File: src/rtl/reg_file_sb_if.sv
// Write-back bus into the register file: destination write plus the return-address update.
interface reg_file_sb_if #(
  parameter int DATA_W = 16,
  parameter int AW     = 4
);
  logic              wb_we;
  logic [AW-1:0]     wb_addr;
  logic [DATA_W-1:0] wb_data;
  logic              ret_we;
  logic [DATA_W-1:0] ret_data;

  modport master (output wb_we, wb_addr, wb_data, ret_we, ret_data);
  modport slave  (input  wb_we, wb_addr, wb_data, ret_we, ret_data);
endinterface

File: src/rtl/reg_file_sb.sv
// Register file with per-register pending-write scoreboard and RAW stall to decode.
// Define WB_BYPASS_EN to forward the final in-flight WB write straight to the read ports.
module reg_file_sb #(
  parameter int DATA_W = 16,
  parameter int NREG   = 16,
  parameter int CNT_W  = 2,
  localparam int AW    = $clog2(NREG)
) (
  input  logic              clk,
  input  logic              rst_n,
  input  logic              rd_en_a,
  input  logic [AW-1:0]     rd_addr_a,
  output logic [DATA_W-1:0] rd_data_a,
  input  logic              rd_en_b,
  input  logic [AW-1:0]     rd_addr_b,
  output logic [DATA_W-1:0] rd_data_b,
  input  logic              issue_valid,
  input  logic              issue_we,
  input  logic [AW-1:0]     issue_dst,
  output logic              stall,
  reg_file_sb_if.slave      wb,
  output logic [DATA_W-1:0] ret_addr
);

  localparam logic [CNT_W-1:0] CNT_MAX = '1;

  logic [DATA_W-1:0] regs     [NREG];
  logic [CNT_W-1:0]  pcnt     [NREG];
  logic [CNT_W-1:0]  pcnt_nxt [NREG];
  logic              wb_hit, byp_a, byp_b, haz_a, haz_b, sat, issue_acc;

  assign wb_hit = wb.wb_we && (wb.wb_addr != '0);

`ifdef WB_BYPASS_EN
  // A bypass is only safe when the write in flight is the last outstanding producer.
  assign byp_a = rd_en_a && wb_hit && (wb.wb_addr == rd_addr_a) && (pcnt[rd_addr_a] == CNT_W'(1));
  assign byp_b = rd_en_b && wb_hit && (wb.wb_addr == rd_addr_b) && (pcnt[rd_addr_b] == CNT_W'(1));
`else
  assign byp_a = 1'b0;
  assign byp_b = 1'b0;
`endif

  assign haz_a     = rd_en_a && (pcnt[rd_addr_a] != '0) && !byp_a;
  assign haz_b     = rd_en_b && (pcnt[rd_addr_b] != '0) && !byp_b;
  assign sat       = issue_valid && issue_we && (pcnt[issue_dst] == CNT_MAX);
  assign stall     = haz_a || haz_b || sat;
  assign issue_acc = issue_valid && issue_we && !stall && (issue_dst != '0);

  always_comb begin
    rd_data_a = regs[rd_addr_a];
    if (rd_addr_a == '0)
      rd_data_a = '0;
    else if (byp_a)
      rd_data_a = wb.wb_data;
  end

  always_comb begin
    rd_data_b = regs[rd_addr_b];
    if (rd_addr_b == '0)
      rd_data_b = '0;
    else if (byp_b)
      rd_data_b = wb.wb_data;
  end

  // Simultaneous inc and dec cancel; a dec at zero is a protocol error and is absorbed.
  always_comb begin
    for (int i = 0; i < NREG; i++) begin
      pcnt_nxt[i] = pcnt[i];
      if (issue_acc && (issue_dst == AW'(i)) && !(wb_hit && (wb.wb_addr == AW'(i))))
        pcnt_nxt[i] = pcnt[i] + CNT_W'(1);
      else if (wb_hit && (wb.wb_addr == AW'(i)) && !(issue_acc && (issue_dst == AW'(i)))
               && (pcnt[i] != '0))
        pcnt_nxt[i] = pcnt[i] - CNT_W'(1);
    end
  end

  always_ff @(posedge clk or negedge rst_n) begin
    if (!rst_n) begin
      for (int i = 0; i < NREG; i++) begin
        regs[i] <= '0;
        pcnt[i] <= '0;
      end
      ret_addr <= '0;
    end else begin
      for (int i = 0; i < NREG; i++)
        pcnt[i] <= pcnt_nxt[i];
      if (wb_hit)
        regs[wb.wb_addr] <= wb.wb_data;
      if (wb.ret_we)
        ret_addr <= wb.ret_data;
    end
  end

endmodule

File: src/flat_wrapper.sv
// flat-port wrapper written by rule: the top's interface ports become plain ports
module reg_file_sb_flat 
#(
  parameter int DATA_W = 16,
  parameter int NREG   = 16,
  parameter int CNT_W  = 2,
  localparam int AW    = $clog2(NREG)
)
  (clk, rst_n, rd_en_a, rd_addr_a, rd_data_a, rd_en_b, rd_addr_b, rd_data_b, issue_valid, issue_we, issue_dst, stall, ret_addr, wb_wb_we, wb_wb_addr, wb_wb_data, wb_ret_we, wb_ret_data);
  reg_file_sb_if #(.DATA_W(DATA_W)) wb_i ();
  input  logic clk;
  input  logic rst_n;
  input  logic rd_en_a;
  input  logic [AW-1:0] rd_addr_a;
  output logic [DATA_W-1:0] rd_data_a;
  input  logic rd_en_b;
  input  logic [AW-1:0] rd_addr_b;
  output logic [DATA_W-1:0] rd_data_b;
  input  logic issue_valid;
  input  logic issue_we;
  input  logic [AW-1:0] issue_dst;
  output logic stall;
  output logic [DATA_W-1:0] ret_addr;
  input wire logic [$bits(wb_i.wb_we)-1:0] wb_wb_we;
  input wire logic [$bits(wb_i.wb_addr)-1:0] wb_wb_addr;
  input wire logic [$bits(wb_i.wb_data)-1:0] wb_wb_data;
  input wire logic [$bits(wb_i.ret_we)-1:0] wb_ret_we;
  input wire logic [$bits(wb_i.ret_data)-1:0] wb_ret_data;
  assign wb_i.wb_we = wb_wb_we;
  assign wb_i.wb_addr = wb_wb_addr;
  assign wb_i.wb_data = wb_wb_data;
  assign wb_i.ret_we = wb_ret_we;
  assign wb_i.ret_data = wb_ret_data;
  reg_file_sb #(.DATA_W(DATA_W), .NREG(NREG), .CNT_W(CNT_W)) u_core (.clk(clk), .rst_n(rst_n), .rd_en_a(rd_en_a), .rd_addr_a(rd_addr_a), .rd_data_a(rd_data_a), .rd_en_b(rd_en_b), .rd_addr_b(rd_addr_b), .rd_data_b(rd_data_b), .issue_valid(issue_valid), .issue_we(issue_we), .issue_dst(issue_dst), .stall(stall), .wb(wb_i), .ret_addr(ret_addr));
endmodule
File: config.mk
export PLATFORM = sky130hd
export DESIGN_NAME = reg_file_sb_flat
export DESIGN_NICKNAME = d
export VERILOG_FILES = /design/src/rtl/reg_file_sb_if.sv /design/src/rtl/reg_file_sb.sv /design/src/flat_wrapper.sv
export SDC_FILE = /design/constraint.sdc
export NUM_CORES = 1
export LEC_CHECK = 0
export BUFFER_PORTS_ARGS = -buffer_cell sky130_fd_sc_hd__buf_2
export CORE_MARGIN = 4
export CORE_UTILIZATION = 61
export CTS_CLUSTER_DIAMETER = 80
export DETAILED_ROUTE_END_ITERATION = 6
export PLACE_DENSITY = 0.85
export SLEW_MARGIN = 25
export SYNTH_ARGS = -nofsm -noshare
export SYNTH_HDL_FRONTEND = slang
export SYNTH_SLANG_ARGS = --single-unit
File: constraint.sdc
create_clock -name clk -period 3.4 [get_ports clk]
set_clock_uncertainty 0.1 [all_clocks]
set_input_delay 0.34 -clock clk [delete_from_list [all_inputs] [get_ports clk]]
set_output_delay 0.34 -clock clk [all_outputs]
set_load 0.02 [all_outputs]
=== Word-level counts from Yosys, hierarchy flattened ===
Index checks and enable logic that the tools add are counted.

* Output and inout port bits: 49
* Memories kept: 0
* ROM bits: 0
* Latch bits: 0
* Memory bits (writable): 0
* Input bits: 56
* Logic and storage cells: 320
* Bits in registers: 304

* Reductions and logical operators: 163
* Mux-type cells: 52
* Magnitude comparators: 5
* Bitwise operators: 4
* Multiply operators: 0
* Add/subtract/negate cells: 32
* Equal/unequal tests: 31
* Shift-type cells: 0
* Divide/modulo/power cells: 0

{| class="wikitable"
|+ Operators by type and width
! cell !! count
|-
| bitwise mux 256 bit || 1
|-
| binary-select mux 16 bit (select 4 bit) || 2
|-
| two-way mux 16 bit || 7
|-
| logical AND 1 bit || 88
|-
| two-way mux 2 bit || 38
|-
| nonzero test 2 bit || 34
|-
| demux 16 bit (select 4 bit) || 1
|-
| equality test 4 bit (second input constant) || 16
|-
| logical NOT 1 bit || 33
|-
| adder 2 x 1 -> 2 bit (second input constant) || 16
|-
| equality test 4 x 3 -> 1 bit (second input constant) || 8
|-
| subtractor 2 x 1 -> 2 bit (second input constant) || 16
|-
| binary-select mux 2 bit (select 4 bit) || 3
|-
| greater-or-equal comparator 5 bit (second input constant) || 4
|-
| NOT 4 -> 5 bit || 4
|-
| equality test 4 x 2 -> 1 bit (second input constant) || 4
|-
| logical NOT 4 bit || 4
|-
| equality test 4 x 1 -> 1 bit (second input constant) || 2
|-
| nonzero test 4 bit || 2
|-
| less-than comparator 5 x 1 -> 1 bit (second input constant) || 1
|-
| equality test 2 bit (second input constant) || 1
|-
| logical OR 1 bit || 2
|}

=== Logic depth before layout (Yosys ltp) ===
* Depth in word-level cells: 17
* Gate-level depth with buffers: 11
* Gate-level depth less buffers: 8

=== Least setup slack after synthesis ===
No wires, ideal clock.

* Path type: input port to output port
* Start point: input port rd_addr_a[0]
* End point: output port rd_data_a[1]
* Setup slack: 604 ps
* Stages: 5
* Data arrival time: 2,356 ps
* Cells stage by stage: buf_2 buf_1 clkbuf_1 mux4_2 mux4_2

* Word-level cells in the longest chain between the ends: 5
* Elaborated cells on any way between the ends: 6
* Classes of those cells: 4 x mux; 1 x bitwise; 1 x reduce/logical

{| class="wikitable"
|+ Ends and longest elaborated chain
! item !! line !! RTL
|-
| from (decl) || flat_wrapper.sv:14 || <nowiki>input logic [AW-1:0] rd_addr_a;</nowiki>
|-
| NOT 4 -> 5 bit (not written as such) || reg_file_sb.sv:50 || <nowiki>rd_data_a = regs[rd_addr_a];</nowiki>
|-
| binary-select mux 16 bit (select 4 bit) || reg_file_sb.sv:50 ||
|-
| two-way mux 16 bit (not written as such) (2 in series) || reg_file_sb.sv:50 ||
|-
| two-way mux 16 bit (*) || reg_file_sb.sv:51 || <nowiki>if (rd_addr_a == '0)</nowiki>
|-
| to (decl) || flat_wrapper.sv:15 || <nowiki>output logic [DATA_W-1:0] rd_data_a;</nowiki>
|}

Every way passes the cells marked *; elsewhere a longest branch is shown, timed or not. The select of a mux whose other input is x is not followed.

=== Worst setup path in the final report ===
* Start point: register u_core.pcnt[12] (netlist bit)
* End point: output port stall

* Word-level cells in the longest chain between the ends: 7
* Elaborated cells on any way between the ends: 17
* Classes of those cells: 1 x eq/ne; 9 x mux; 7 x reduce/logical

{| class="wikitable"
|+ Ends and longest elaborated chain
! item !! line !! RTL
|-
| from (decl) || reg_file_sb.sv:28 || <nowiki>logic [CNT_W-1:0] pcnt [NREG];</nowiki>
|-
| from (signal, indexed assignment) || reg_file_sb.sv:86 || <nowiki>pcnt[i] <= pcnt_nxt[i];</nowiki>
|-
| binary-select mux 2 bit (select 4 bit) (on tied branches) || reg_file_sb.sv:43, reg_file_sb.sv:44 ||
|-
| two-way mux 2 bit (on tied branches) (2 in series) || reg_file_sb.sv:43, reg_file_sb.sv:44 ||
|-
| nonzero test 2 bit (on tied branches) || reg_file_sb.sv:43, reg_file_sb.sv:44 ||
|-
| logical AND 1 bit (on tied branches) || reg_file_sb.sv:43, reg_file_sb.sv:44 ||
|-
| logical OR 1 bit || reg_file_sb.sv:46 || <nowiki>assign stall = haz_a || haz_b || sat;</nowiki>
|-
| logical OR 1 bit (*) || reg_file_sb.sv:46 ||
|-
| to (decl) || flat_wrapper.sv:22 || <nowiki>output logic stall;</nowiki>
|}

Marks and branches as above.

==> reports/results.ini <==
[critical_path]
critPathLaunchType=register
crit_fanout=16
cp.arrival_ns=2.78
r2r_setup_slack_ns=0.52
r2r-start=u_core.pcnt[20]
critPathSlowestCell=a2111oi_0
worstRegToRegCells=8
max_stage_delay_ns=0.48
crit_chain=nor2_1 -> and3_1 -> a2111oi_0 -> o2111a_1 -> nor3_4 -> inv_2 -> buf_2
worstReg2RegEnd=u_core.pcnt[25]
crit_required_ns=2.96
path_class=register to output port
setup.worst_path.end_class=output port

[synth]
synth-simple-area-share_pct=6.26
ys_seq_area_share_pct=45.2
yosys.cell_count.top_type=dfrtp_1
ys_types=57
syn_nets=1216
synth_edf_count=0
ys_top_cells_by_count=dfrtp_1 (288), mux2_2 (272), mux4_2 (139)
synth-async-reset-ratio_pct=100
synth.avg_cell_area_um2=13.7
synth_cells=1160
yosys.area.top_type_share_pct=45.2
synth_fa_ha_area_share_pct=0
synth_top_family_by_area=multiplexers
synth_area_leaders=dfrtp_1 (45%), mux4_2 (20%), mux2_2 (19%)
ys_seq_elements=288
ys_warn_count=0
synth_xor_area_share_pct=0
synth_compound_area_share_pct=6.73
syn_area_um2=15900
synth_mux_area_share_pct=39.0
synth_top_cell_by_area=dfrtp_1
ys_dominant_reg_cell=dfrtp_1

[die]
rows=58
coreArea_um2=25500
io-pin-count=105
fp.dieArea_um2=28800
initial_core_util_pct=62.6
chipWidth_um=170
fp.dieH_um=170

[sta]
slew_violations=0
final-setup-viol-count=0
setup_ws_ns=0.177
finalHoldViolCount=0
max-slew-margin-rel_pct=19.7
finalSetupTns_ns=0
period_minus_slack_ns=3.22
worst_slew_pin_slew_ns=1.20
rsz0062_at_grt=false
max_freq_mhz=310
timing.hold.ws_ns=0.0200
timing.final.crit_share_pct=94.8

[clock_network]
clockBufferDepth=3
h-tree-depth=1
clock_latency_ns=0.57
cts_sinks=288
cts-root-buf=clkbuf_16
cts.clk_slew.worst_paths_ns=0.06
numCtsBuffers=31
cts_tree=built
postCtsSetupBuffers=0

[detailed_routing]
vias_per_cell=7.07
wl_per_cell_um=26.6
drt_iter0_drc=1308
vias=11400
ant_nets=0
drc=0
dr.pass1.iters=6
routed_wl_um=42900

[finish]
nNetsFinal=1314
fillers=1602
diodes=0
drive_gt1_share_pct=48.8
syn2layout_area_growth_pct=13.8

[placed_design]
dp_hpwl_um=26600
place_congestion=1.03
preCtsSetupSlack_ns=0.445
port_buffers=104

[global_route]
antenna_found_initial=1
grt_pass1_vias=11800
grt_max_degree=94
grt_overflow=0
grt_first_pass_wirelength_um=67000
track_usage_pct=30.0

[power]
max-vdd-ir-drop_v=0.000422
powerDensity_nw_per_um2=617
p_leak_nw=7.67

[min_path]
whs_endpoint=u_core.regs[124]
holdCritStartpoint=wb_wb_data[12]
hold_class=primary input to register
whs_path_depth=3

[run]
drv_cap=0

[outcome]
status=completed

## flip-flops by register name, summed over array words and instances, names as in the netlist
name,flops
u_core.regs,240
u_core.ret_addr,16
u_core.pcnt,32
## per-layer routing
metal / wire [µm] / vias to the layer above / global-route usage [%]
li1: - / 4678 / -
met1: 16200 / 5947 / 39.9
met2: 20600 / 608 / 48.2
met3: 4090 / 146 / 6.96
met4: 1940 / 2 / 12.3
met5: 12 / - / 0
## cells in the final DEF, fill, tap and decap left out, types with 24 or more instances in the layout
cell,Yosys,routed
buf_4,1,42
dfrtp_1,288,288
a21oi_1,24,24
mux2_2,272,272
a22o_1,32,32
buf_2,15,99
mux4_2,139,139
clkbuf_16,0,31
nor2_1,40,33
nand2_1,78,78
## cell families after synthesis
kind of cell | after synthesis
multiplexers | 413
AO/OA/AOI/OAI | 140
flip-flops | 288
AND/OR/NAND/NOR | 209
buffers and inverters | 110
## where the power goes
part,switching (mW),total [mW],leakage (nW),internal [mW]
Combinational,1.18,2.80,3.65,1.61
Clock,1.37,3.52,0.517,2.15
Sequential,0.683,4.89,3.51,4.20
## worst max-delay path by stage
stage / startpoint / to / slack, ns
after floorplan: rd_addr_a[0] / rd_data_a[1] / 0.60
after global placement: issue_dst[0] / u_core.pcnt[16] / 0.52
after detailed placement: issue_dst[0] / u_core.pcnt[17] / 0.44
after CTS: u_core.pcnt[12] / stall / 0.19
after global routing: u_core.pcnt[12] / stall / 0.05
final: u_core.pcnt[12] / stall / 0.18
## critical path: cells and delay by family, from the launching register on
kind            cells  cell delay (ns)
compound gates      2             0.95
buf+inv             2             0.49
flops               1             0.44
simple gates        3             0.33
## stage by stage
stage               total power, mW  instances  utilization (%)  cell area (µm²)
floorplan                      6.80       1160                -            15900
global placement               7.46       1538             66.4            16900
detailed placement             7.64       1538             66.4            16900
CTS                            11.2       1610             71.2            18100
global route                   11.7       1610             71.2            18100
finish                         11.2       1610             71.2            18100
## cell type report
cell class / instances / area (µm²) / share of cell area, %
Sequential cell: 288 / 7210 / 39.7
Clock buffer: 49 / 923 / 5.09
Clock inverter: 6 / 138 / 0.759
Tap cell: 330 / 413 / 2.28
Inverter: 12 / 45.0 / 0.248
Timing Repair Buffer: 163 / 1080 / 5.93
Multi-Input combinational cell: 762 / 8340 / 46.0
## what timing repair did
item                                    in CTS  in global routing
endpoints found under the setup margin       0                  0
hold buffers                                17                  0
hold endpoints to repair                   106                  0
resized for setup                            0                  0
Note: power is estimated with default switching activity, not from simulation.
